$ cat config.mk
export PLATFORM = sky130hd
export DESIGN_NAME = pipeline_ctrl
export DESIGN_NICKNAME = d
export VERILOG_FILES = /design/src/rtl/pipeline_ctrl.sv
export SDC_FILE = /design/constraint.sdc
export NUM_CORES = 1
export LEC_CHECK = 0
export ABC_CLOCK_PERIOD_IN_PS = 3660
export CAP_MARGIN = 10
export CORE_UTILIZATION = 31
export CTS_CLUSTER_DIAMETER = 200
export CTS_CLUSTER_SIZE = 10
export DETAILED_ROUTE_END_ITERATION = 7
export PLACE_DENSITY = 0.66
export SKIP_LAST_GASP = 1
export SLEW_MARGIN = 10
export SYNTH_ARGS = -nofsm -noshare
export SYNTH_HDL_FRONTEND = slang
export SYNTH_SLANG_ARGS = --single-unit
$ cat constraint.sdc
create_clock -name clk -period 3.66 [get_ports clk]
set_input_delay 0.549 -clock clk [delete_from_list [all_inputs] [get_ports clk]]
set_output_delay 0.549 -clock clk [all_outputs]
set_load 0.005 [all_outputs]
$ cat src/rtl/pipeline_ctrl.sv
// Stall/flush scheduler for the 5-stage pipeline: merges stall requests, sequences
// exception/ERET flushes with PC redirect, and keeps debug performance counters.
module pipeline_ctrl #(
    parameter int unsigned FLUSH_HOLD    = 1,
    parameter int unsigned STALL_TIMEOUT = 1024,
    parameter int unsigned CNT_WIDTH     = 32
) (
    input  logic                 clk,
    input  logic                 rst,
    input  logic                 if_stall_req,
    input  logic                 id_stall_req,
    input  logic                 ex_stall_req,
    input  logic                 mem_stall_req,
    input  logic                 exc_valid,
    input  logic [31:0]          exc_handler,
    input  logic                 eret_valid,
    input  logic [31:0]          epc,
    input  logic                 timeout_clr,
    output logic [4:0]           stall,
    output logic                 flush,
    output logic                 redirect_en,
    output logic [31:0]          redirect_pc,
    output logic                 busy_flush,
    output logic [CNT_WIDTH-1:0] stall_cnt,
    output logic [15:0]          flush_cnt,
    output logic                 stall_timeout
);

    localparam int unsigned HOLD_W = (FLUSH_HOLD > 0) ? $clog2(FLUSH_HOLD + 1) : 1;
    localparam int unsigned RUN_W  = $clog2(STALL_TIMEOUT + 1);

    localparam logic [HOLD_W-1:0] HOLD_INIT = HOLD_W'(FLUSH_HOLD);
    localparam logic [RUN_W-1:0]  RUN_MAX   = RUN_W'(STALL_TIMEOUT);

    typedef enum logic {
        RUN   = 1'b0,
        FLUSH = 1'b1
    } state_t;

    state_t             state, state_next;
    logic [HOLD_W-1:0]  hold_cnt, hold_next;
    logic [RUN_W-1:0]   run_cnt, run_next;

    logic [4:0]         stall_c;
    logic               flush_c;
    logic               redirect_en_c;
    logic [31:0]        redirect_pc_c;
    logic               event_accept;

    // NOTE: every signal written here gets a default first so no latch is inferred.
    always_comb begin
        state_next    = state;
        hold_next     = hold_cnt;
        stall_c       = 5'b00000;
        flush_c       = 1'b0;
        redirect_en_c = 1'b0;
        redirect_pc_c = 32'h0;
        event_accept  = 1'b0;

        unique case (state)
            RUN: begin
                if (exc_valid || eret_valid) begin
                    flush_c       = 1'b1;
                    redirect_en_c = 1'b1;
                    redirect_pc_c = exc_valid ? exc_handler : epc;
                    event_accept  = 1'b1;
                    if (FLUSH_HOLD > 0) begin
                        state_next = FLUSH;
                        hold_next  = HOLD_INIT;
                    end
                end else if (mem_stall_req) begin
                    stall_c = 5'b11111;
                end else if (ex_stall_req) begin
                    stall_c = 5'b01111;
                end else if (id_stall_req) begin
                    stall_c = 5'b00111;
                end else if (if_stall_req) begin
                    stall_c = 5'b00011;
                end
            end

            FLUSH: begin
                // Requests and events arriving here are dropped, not queued.
                flush_c   = 1'b1;
                hold_next = hold_cnt - HOLD_W'(1);
                if (hold_cnt <= HOLD_W'(1)) begin
                    state_next = RUN;
                end
            end

            default: begin
                state_next = RUN;
            end
        endcase
    end

    // Consecutive-stall run length; any stall-free cycle (flush included) restarts it.
    always_comb begin
        run_next = run_cnt;
        if (timeout_clr || (stall_c == 5'b00000)) begin
            run_next = '0;
        end else if (run_cnt != RUN_MAX) begin
            run_next = run_cnt + RUN_W'(1);
        end
    end

    // NOTE: sequential state uses non-blocking assignments so all registers update together.
    always_ff @(posedge clk or posedge rst) begin
        if (rst) begin
            state    <= RUN;
            hold_cnt <= '0;
        end else begin
            state    <= state_next;
            hold_cnt <= hold_next;
        end
    end

    always_ff @(posedge clk or posedge rst) begin
        if (rst) begin
            run_cnt       <= '0;
            stall_timeout <= 1'b0;
        end else begin
            run_cnt <= run_next;
            if (timeout_clr) begin
                stall_timeout <= 1'b0;
            end else if (run_next == RUN_MAX) begin
                stall_timeout <= 1'b1;
            end
        end
    end

    always_ff @(posedge clk or posedge rst) begin
        if (rst) begin
            stall_cnt <= '0;
            flush_cnt <= '0;
        end else begin
            if ((stall_c != 5'b00000) && (stall_cnt != {CNT_WIDTH{1'b1}})) begin
                stall_cnt <= stall_cnt + CNT_WIDTH'(1);
            end
            if (event_accept && (flush_cnt != 16'hFFFF)) begin
                flush_cnt <= flush_cnt + 16'd1;
            end
        end
    end

    // Mealy outputs are forced low while reset is asserted, even with requests pending.
    assign stall       = rst ? 5'b00000 : stall_c;
    assign flush       = rst ? 1'b0     : flush_c;
    assign redirect_en = rst ? 1'b0     : redirect_en_c;
    assign redirect_pc = rst ? 32'h0    : redirect_pc_c;
    assign busy_flush  = (state == FLUSH);

endmodule

==> flow_summary.ini, run 1 <==
[outcome]
status = finished clean

[yosys]
synth-seq-cells = 61
synth-edff-count = 0
syn_area_per_cell_um2 = 9.36
yosysTopAreaCellShare_pct = 43.3
synthTopCellsByCount = 68 x nor2_1, 61 x dfrtp_1, 32 x mux2i_1
yosysWarningCount = 0
synth.distinct_cells = 43
synth_cells = 377
async_flop_share_pct = 100
ys_seq_area_share_pct = 43.3
synth_area_leaders = dfrtp_1 43%, mux2i_1 9.1%, xnor2_1 7.7%
syn_nets = 454
synthFlopType = dfrtp_1
synth.most_common_cell = nor2_1
synth_area_um2 = 3530
synth_area_leader_cell = dfrtp_1

[min_path]
hp-start = stall_cnt[30]$_DFFE_PP0P_
hp-class = register to register

[route]
vias = 3283
routed_wl_um = 9990
drcViolationCount = 0
ant_nets = 0
drt_iter0_markers = 143
viasPerCell = 4.79
wl_per_cell_um = 14.6
drt-pass1-iter-count = 4

[floorplan]
design.die.area_um2 = 11800
ioPinCount = 162
core-area_um2 = 11000
start_util_pct = 32.1
die_w_um = 109
die_y_um = 109
num_rows = 38

[timing]
fin_worst_skew_ns = 0.00462
finalCritPeriodShare_pct = 81.9
setup-tns-final_ns = 0
slew_headroom_pct = 40.2
fmax_ghz = 0.333
tightest_slew_ns = 0.889
setup_viol = 0
min_period_ns = 3.00
rsz0062_at_grt = false
hold_viol = 0
report.final.slew_viol_count = 0

[final_layout]
seq_area_um2 = 1530
multi_input_area_um2 = 1890
fin_util_pct = 50.5
num-fill-cells = 988
drive_gt1_share_pct = 4.95
diodes = 0
nets = 617
area_growth_pct = 57.3

[setup_path]
critical_path_class = input pin to output pin
path_delay_family = buffers and inverters
crit_fanout = 5
cpPeakStageDelay_ns = 0.80
rr_startpoint = busy_flush$_DFF_PP0_
path_cells = clkdlybuf4s50_1 -> nor4_1 -> nor3_1 -> clkdlybuf4s50_1
critPathSlowestCell = nor4_1
arrival_ns = 2.45
crit_path_start_kind = input pin
path_buf_inv = 2
startpoint = mem_stall_req
cp_common_cell = clkdlybuf4s50_1
critPathCaptureType = output pin
required_ns = 3.11

[clock_tree]
cts_tree = done
clk_pin_slew_ns = 0.05
postCtsSetupRepairBufs = 0
holdBufCountCts = 0
cts_buffer_depth = 2
cts_inserted_buffers = 9
clock_latency_ns = 0.32
htreeDepth = 3
cts_num_sinks = 61
ctsResizeCount = 0
ctsRootBufferMaster = clkbuf_16

[global_route]
grt_usage_pct = 17.0
grt_pass1_wl_um = 15500
grt_pass1_vias = 3102
grt_overflow = 0
grt_max_degree = 62
antenna_found_initial = 0

[placement]
portBuffers = 161
place_congestion = 0.825
dpl.hpwl_um = 7650

[job]
maxCapViolations = 0

[pwr]
power.leakage_nw = 2.32
finalPower_mw = 2.11
p_per_area_nw_per_um2 = 380
max-vdd-ir-drop_uv = 264
[path summary, 6_finish.rpt]
kind / cells after the start / to / slack (ns)
max in group asynchronous: 3 / stall_cnt[28]$_DFFE_PP0P_ / 2.22
min: 1 / stall_cnt[30]$_DFFE_PP0P_ / 0.49
min reg2reg: 1 / stall_cnt[30]$_DFFE_PP0P_ / 0.49
min in group asynchronous: 3 / busy_flush$_DFF_PP0_ / 0.91
max reg2reg: 5 / stall_cnt[20]$_DFFE_PP0P_ / 1.38
max: 4 / stall[0] / 0.66
[report_power, final]
group | leakage (nW) | internal [mW] | switching [mW]
Sequential | 0.804 | 0.749 | 0.0986
Clock | 0.134 | 0.494 | 0.269
Combinational | 1.38 | 0.315 | 0.184
[registers in the layout, summed over array words and instances (netlist names)]
signal and count:
run_cnt 11, stall_cnt 32, stall_timeout 1, flush_cnt 16
busy_flush 1
[metrics by stage]
step / instance area, µm² / cells / hold WS [ns] / worst slack (ns)
floorplan: 3530 / 377 / 0.469 / 0.510
finish: 5550 / 685 / 0.492 / 0.661
global route: 5550 / 685 / 0.515 / 0.559
global placement: 5280 / 669 / 0.477 / 0.675
detailed placement: 5280 / 669 / 0.489 / 0.619
CTS: 5550 / 685 / 0.499 / 0.621
[placed cells by master (no fill, tap or decap), types with 4 or more instances in the layout]
cell	synthesis	final
nor3_1	10	10
and4_1	5	5
and3_1	9	9
clkbuf_1	7	4
mux2_2	5	5
a21oi_1	9	9
xnor2_1	31	31
nand2_1	23	23
clkbuf_16	0	9
nand3_1	22	22
xor2_1	20	20
inv_1	13	12
nor2_1	68	68
nand4_1	19	19
mux2i_1	32	32
clkdlybuf4s50_1	0	160
ha_1	4	4
dfrtp_1	61	61
buf_4	1	4
and2_1	4	4
[final cells by class]
type | instances | share of cell area, %
well taps | 140 | 3.16
flip-flops and latches | 61 | 27.5
clock inverters | 1 | 0.0902
repair buffers | 165 | 29.5
multi-input cells | 290 | 34.1
clock buffers | 15 | 4.82
inverters | 13 | 0.879
[metal layers]
| layer | GRT usage (%) | vias up | share of wire [%] |
|---|---|---|---|
| met5 | 0 | - | 0 |
| met4 | 4.83 | 0 | 0.75 |
| met3 | 4.78 | 6 | 5.1 |
| met2 | 25.9 | 76 | 49 |
| met1 | 23.6 | 1557 | 45 |
| li1 | - | 1644 | - |
[logic make-up after synthesis]
| logic type | share of synthesized area [%] |
|---|---|
| multiplexers | 10.7 |
| buffers and inverters | 3.16 |
| AO/OA/AOI/OAI | 4.50 |
| XOR/XNOR | 12.7 |
| AND/OR/NAND/NOR | 24.3 |
| adder cells (fa/ha/maj) | 1.42 |
| flip-flops | 43.3 |
[worst reg2reg max path, cell delays in order, from the launching register on]
cell and delay, ns:
dfrtp_1 0.41, or3_1 0.46, or2_0 0.39, a2111o_1 0.59
nor2_1 0.19, xor2_1 0.16
Power figures use the tool's default switching activity.
==> inputs of run 2 (changes only) <==
Settings changed: ABC_CLOCK_PERIOD_IN_PS 3660 to 3100.
Clock period 3.66 ns to 3.1 ns, I/O delays scaled along.
==> run 2 against run 1 <==
Non-clock buffer count is 2 higher. Routed wire length is 1.8% higher. Global-route usage is 0.78 points higher. Clock-buffer cell count is 2 lower.
==> flow_summary.ini, run 2 (same netlist as run 1, synthesis figures left out) <==
[placement]
pre_cts_slack_ns = 0.386
portBuffers = 161
dpl.hpwl_um = 7890
place_congestion = 0.798

[setup_path]
r2r_cells = 5
arrival_ns = 2.19
crit_path_start_kind = input pin
required_ns = 2.63
setup.reg_to_reg.worst_slack_ns = 0.88
rr_startpoint = stall_cnt[8]$_DFFE_PP0P_
r2r-end = stall_cnt[27]$_DFFE_PP0P_
crit_fanout = 9
critPathCaptureType = output pin
critical_path_class = input pin to output pin

[clock_tree]
ctsResizeCount = 0
cts_inserted_buffers = 9
cts_num_sinks = 61
cts_tree = done
clock_latency_ns = 0.32
holdBufCountCts = 0
postCtsSetupRepairBufs = 0
cts_buffer_depth = 2
clk_pin_slew_ns = 0.05
htreeDepth = 3
ctsRootBufferMaster = clkbuf_16

[route]
ant_nets = 0
routed_wl_um = 10200
drt-pass1-iter-count = 4
drt_iter0_markers = 139
viasPerCell = 4.84
drcViolationCount = 0
wl_per_cell_um = 14.8
vias = 3313

[global_route]
grt_usage_pct = 17.8
grt_overflow = 0
grt_max_degree = 62
antenna_found_initial = 0
grt_pass1_wl_um = 16200
grt_pass1_vias = 3205

[pwr]
p_per_area_nw_per_um2 = 455
power.leakage_nw = 2.35
max-vdd-ir-drop_uv = 349
finalPower_mw = 2.54

[timing]
finalCritPeriodShare_pct = 85.5
setup-tns-final_ns = 0
report.final.slew_viol_count = 0
hold_viol = 0
slew_headroom_pct = 50.1
fmax_ghz = 0.377
setup_viol = 0
min_period_ns = 2.65
holdWs_ns = 0.489
tightest_slew_ns = 0.749
rsz0062_at_grt = false
setup_ws_ns = 0.449
fin_worst_skew_ns = 0.00558

[final_layout]
drive_gt1_share_pct = 5.69
final_common_cell = clkdlybuf4s50_1
largest_register = stall_cnt
nets = 619
top_regs = stall_cnt: 32 flops, flush_cnt: 16 flops, run_cnt: 11 flops
fin_util_pct = 50.9
largest_reg_flops = 32
diodes = 0
area_growth_pct = 58.4
layout_common_cells = 160 x clkdlybuf4s50_1, 68 x nor2_1, 61 x dfrtp_1

[min_path]
hp-start = flush_cnt[11]$_DFFE_PP0P_
hold_depth = 1
min_to = flush_cnt[11]$_DFFE_PP0P_
hp-class = register to register

[floorplan]
design.die.area_um2 = 11800
die_w_um = 109
die_y_um = 109
start_util_pct = 32.1
num_rows = 38
ioPinCount = 162
core-area_um2 = 11000

[job]
maxCapViolations = 0

[outcome]
status = finished clean
-- run 2: cell type report --
type,instances,area (µm²)
Sequential cell,61,1530
Fill cell,1032,5390
Clock inverter,1,5.00
Clock buffer,13,280
Tap cell,140,175
Inverter,13,48.8
Timing Repair Buffer,167,1660
Multi-Input combinational cell,290,1890
-- run 2: where the power goes --
part	total [mW]	internal, mW	switching, mW
Clock	0.941	0.617	0.325
Sequential	1.00	0.884	0.120
Combinational	0.596	0.379	0.217
Total	2.54	1.88	0.662
-- run 2: worst max path at each step --
stage,start,end,slack [ns],cells after the start
final,eret_valid,stall[1],0.45,4
after global routing,eret_valid,stall[0],0.35,4
after CTS,eret_valid,stall[1],0.42,4
after detailed placement,eret_valid,stall_cnt[10]$_DFFE_PP0P_,0.39,6
after global placement,eret_valid,stall[1],0.42,4
after floorplan,rst,redirect_pc[10],0.12,4
-- run 2: critical path: stages --
cell and delay, ns:
clkdlybuf4s50_1 0.41, or3_1 0.50, nor3_1 0.25, clkdlybuf4s50_1 0.56
-- run 2: layer usage --
| metal | vias up | routed length [µm] | GRT usage (%) |
|---|---|---|---|
| met3 | 12 | 472 | 4.96 |
| met1 | 1598 | 4550 | 23.9 |
| li1 | 1640 | - | - |
| met4 | 0 | 129 | 5.69 |
| met2 | 63 | 5020 | 27.7 |
| met5 | - | 0 | 0 |
-- run 2: stage by stage --
| stage | area, µm² | cells |
|---|---|---|
| floorplan | 3530 | 377 |
| global placement | 5310 | 671 |
| detailed placement | 5310 | 671 |
| CTS | 5590 | 685 |
| global route | 5590 | 685 |
| finish | 5590 | 685 |
==> inputs of run 3 (changes only) <==
Settings changed: RECOVER_POWER set to 50, SKIP_LAST_GASP 1 to not set.
==> run 3 against run 2 <==
First-iteration DRC count up 2.9%. Final cell count unchanged. Clock-buffer cell count unchanged. Flip-flop and latch count is the same. Sequential power barely moved. Clock power rose by 0.4%. Clock skew is essentially flat. Largest cell class unchanged.
==> flow_summary.ini, run 3 (same netlist as run 1, synthesis figures left out) <==
[clock_tree]
holdBufCountCts = 0
postCtsSetupRepairBufs = 0
ctsRootBufferMaster = clkbuf_16
cts_buffer_depth = 2
clock_latency_ns = 0.32
cts_num_sinks = 61
htreeDepth = 3
cts_tree = done
cts_inserted_buffers = 9
clk_pin_slew_ns = 0.05
ctsResizeCount = 0

[final_layout]
nets = 619
top_regs = stall_cnt: 32 flops, flush_cnt: 16 flops, run_cnt: 11 flops
largest_register = stall_cnt
seq_area_um2 = 1530
layout.cells.non_filler = 685
drive_gt1_share_pct = 5.50
fin_util_pct = 50.9
final_common_cell = clkdlybuf4s50_1
num-fill-cells = 1033
multi_input_area_um2 = 1890
diodes = 0
largest_reg_flops = 32
area_growth_pct = 58.4
layout_common_cells = 122 x clkdlybuf4s50_1, 68 x nor2_1, 61 x dfrtp_1

[setup_path]
r2r_cells = 5
r2r-end = stall_cnt[27]$_DFFE_PP0P_
critical_path_class = input pin to output pin
crit_fanout = 9
path_cells = dlygate4sd3_1 -> or3_1 -> nor3_1 -> clkdlybuf4s50_1
cpPeakStageDelay_ns = 0.56
rr_startpoint = stall_cnt[8]$_DFFE_PP0P_
arrival_ns = 2.32
critPathSlowestCell = clkdlybuf4s50_1
path_buf_inv = 2
required_ns = 2.63
crit_path_start_kind = input pin
path_delay_family = buffers and inverters
crit_cells = 4
startpoint = eret_valid
critPathCaptureType = output pin
crit_end = stall[1]
setup.reg_to_reg.worst_slack_ns = 0.89

[job]
maxCapViolations = 0

[pwr]
max-vdd-ir-drop_uv = 349
p_comb_share_pct = 22.8
sequentialPowerShare_pct = 39.7
clkPwrFrac_pct = 37.4
power.leakage_nw = 2.42
switching_share_pct = 26.3
p_int_mw = 1.86
power_switching_mw = 0.663
p_per_area_nw_per_um2 = 452

[placement]
place_congestion = 0.798
placedCellCount = 671
dpl.hpwl_um = 7890
portBuffers = 161

[timing]
tightest_slew_ns = 1.47
fin_worst_skew_ns = 0.00551
hold_viol = 0
setup-tns-final_ns = 0
finalCritPeriodShare_pct = 89.9
setup_viol = 0
report.final.slew_viol_count = 0
rsz0062_at_grt = false
min_period_ns = 2.79
slew_headroom_pct = 1.69
fmax_ghz = 0.359

[route]
viasPerCell = 4.85
drt-pass1-iter-count = 4
routed_wl_um = 10200
drcViolationCount = 0
drt_iter0_markers = 143
ant_nets = 0
vias = 3319
wl_per_cell_um = 14.8

[outcome]
status = finished clean

[floorplan]
start_util_pct = 32.1
core-area_um2 = 11000
ioPinCount = 162
die_y_um = 109
num_rows = 38
design.die.area_um2 = 11800
die_w_um = 109

[global_route]
grt_overflow = 0
grt_usage_pct = 17.8
antenna_found_initial = 0
grt_max_degree = 62
grt_pass1_wl_um = 16200
grt_pass1_vias = 3205

[min_path]
hp-class = register to register
[run 3: changes by cell type in the layout (fill, tap and decap cells not counted)]
| cell | delta |
|---|---|
| clkbuf_2 | +1 |
| inv_1 | +1 |
| clkdlybuf4s50_1 | -38 |
| buf_4 | -1 |
| dlygate4sd3_1 | +38 |
| inv_2 | -1 |
[run 3: worst min path at each step]
stage                                          from                   endpoint  slack, ns  cells after the start
after floorplan           stall_timeout$_DFFE_PP0P_  stall_timeout$_DFFE_PP0P_       0.47                      2
after global placement     flush_cnt[6]$_DFFE_PP0P_   flush_cnt[6]$_DFFE_PP0P_       0.48                      1
after detailed placement  flush_cnt[11]$_DFFE_PP0P_  flush_cnt[11]$_DFFE_PP0P_       0.48                      1
after CTS                 flush_cnt[11]$_DFFE_PP0P_  flush_cnt[11]$_DFFE_PP0P_       0.49                      1
after global routing      stall_timeout$_DFFE_PP0P_  stall_timeout$_DFFE_PP0P_       0.51                      2
final                     flush_cnt[11]$_DFFE_PP0P_  flush_cnt[11]$_DFFE_PP0P_       0.48                      1
[run 3: final cells by class]
type	instances	share of cell area, %
Clock buffer	13	5.02
Inverter	13	0.873
Multi-Input combinational cell	290	33.8
Timing Repair Buffer	167	29.7
Sequential cell	61	27.3
Clock inverter	1	0.0896
Tap cell	140	3.13
[run 3: per-stage QoR]
step	setup WS, ns	hold slack (ns)	instance area, µm²	total power, mW
after floorplan	0.118	0.469	3530	1.21
after global placement	0.420	0.476	5310	1.60
after detailed placement	0.386	0.478	5310	1.62
after CTS	0.424	0.492	5590	2.58
after global routing	0.218	0.514	5590	2.66
final	0.313	0.483	5590	2.52
[run 3: metal layers]
layer	up-vias	global-route usage (%)	wire, µm
met1	1606	23.9	4530
met5	-	0	0
met3	12	4.96	474
met2	63	27.7	5020
li1	1638	-	-
met4	0	5.69	132
[run 3: worst register-to-register path, stage by stage, from the launching register on]
cell       delay (ns)
dfrtp_1          0.42
nand4_1          0.24
nor4_2           0.71
o2111ai_1        0.39
nor2_1           0.22
xor2_1           0.15
[run 3: power by group through the flow]
stage	logic, mW	registers (mW)	clock network [mW]
global placement	0.592	1.01	0
CTS	0.606	1.00	0.968
global route	0.638	1.02	1.00
finish	0.576	1.00	0.945
floorplan	0.216	0.997	0
detailed placement	0.600	1.02	0
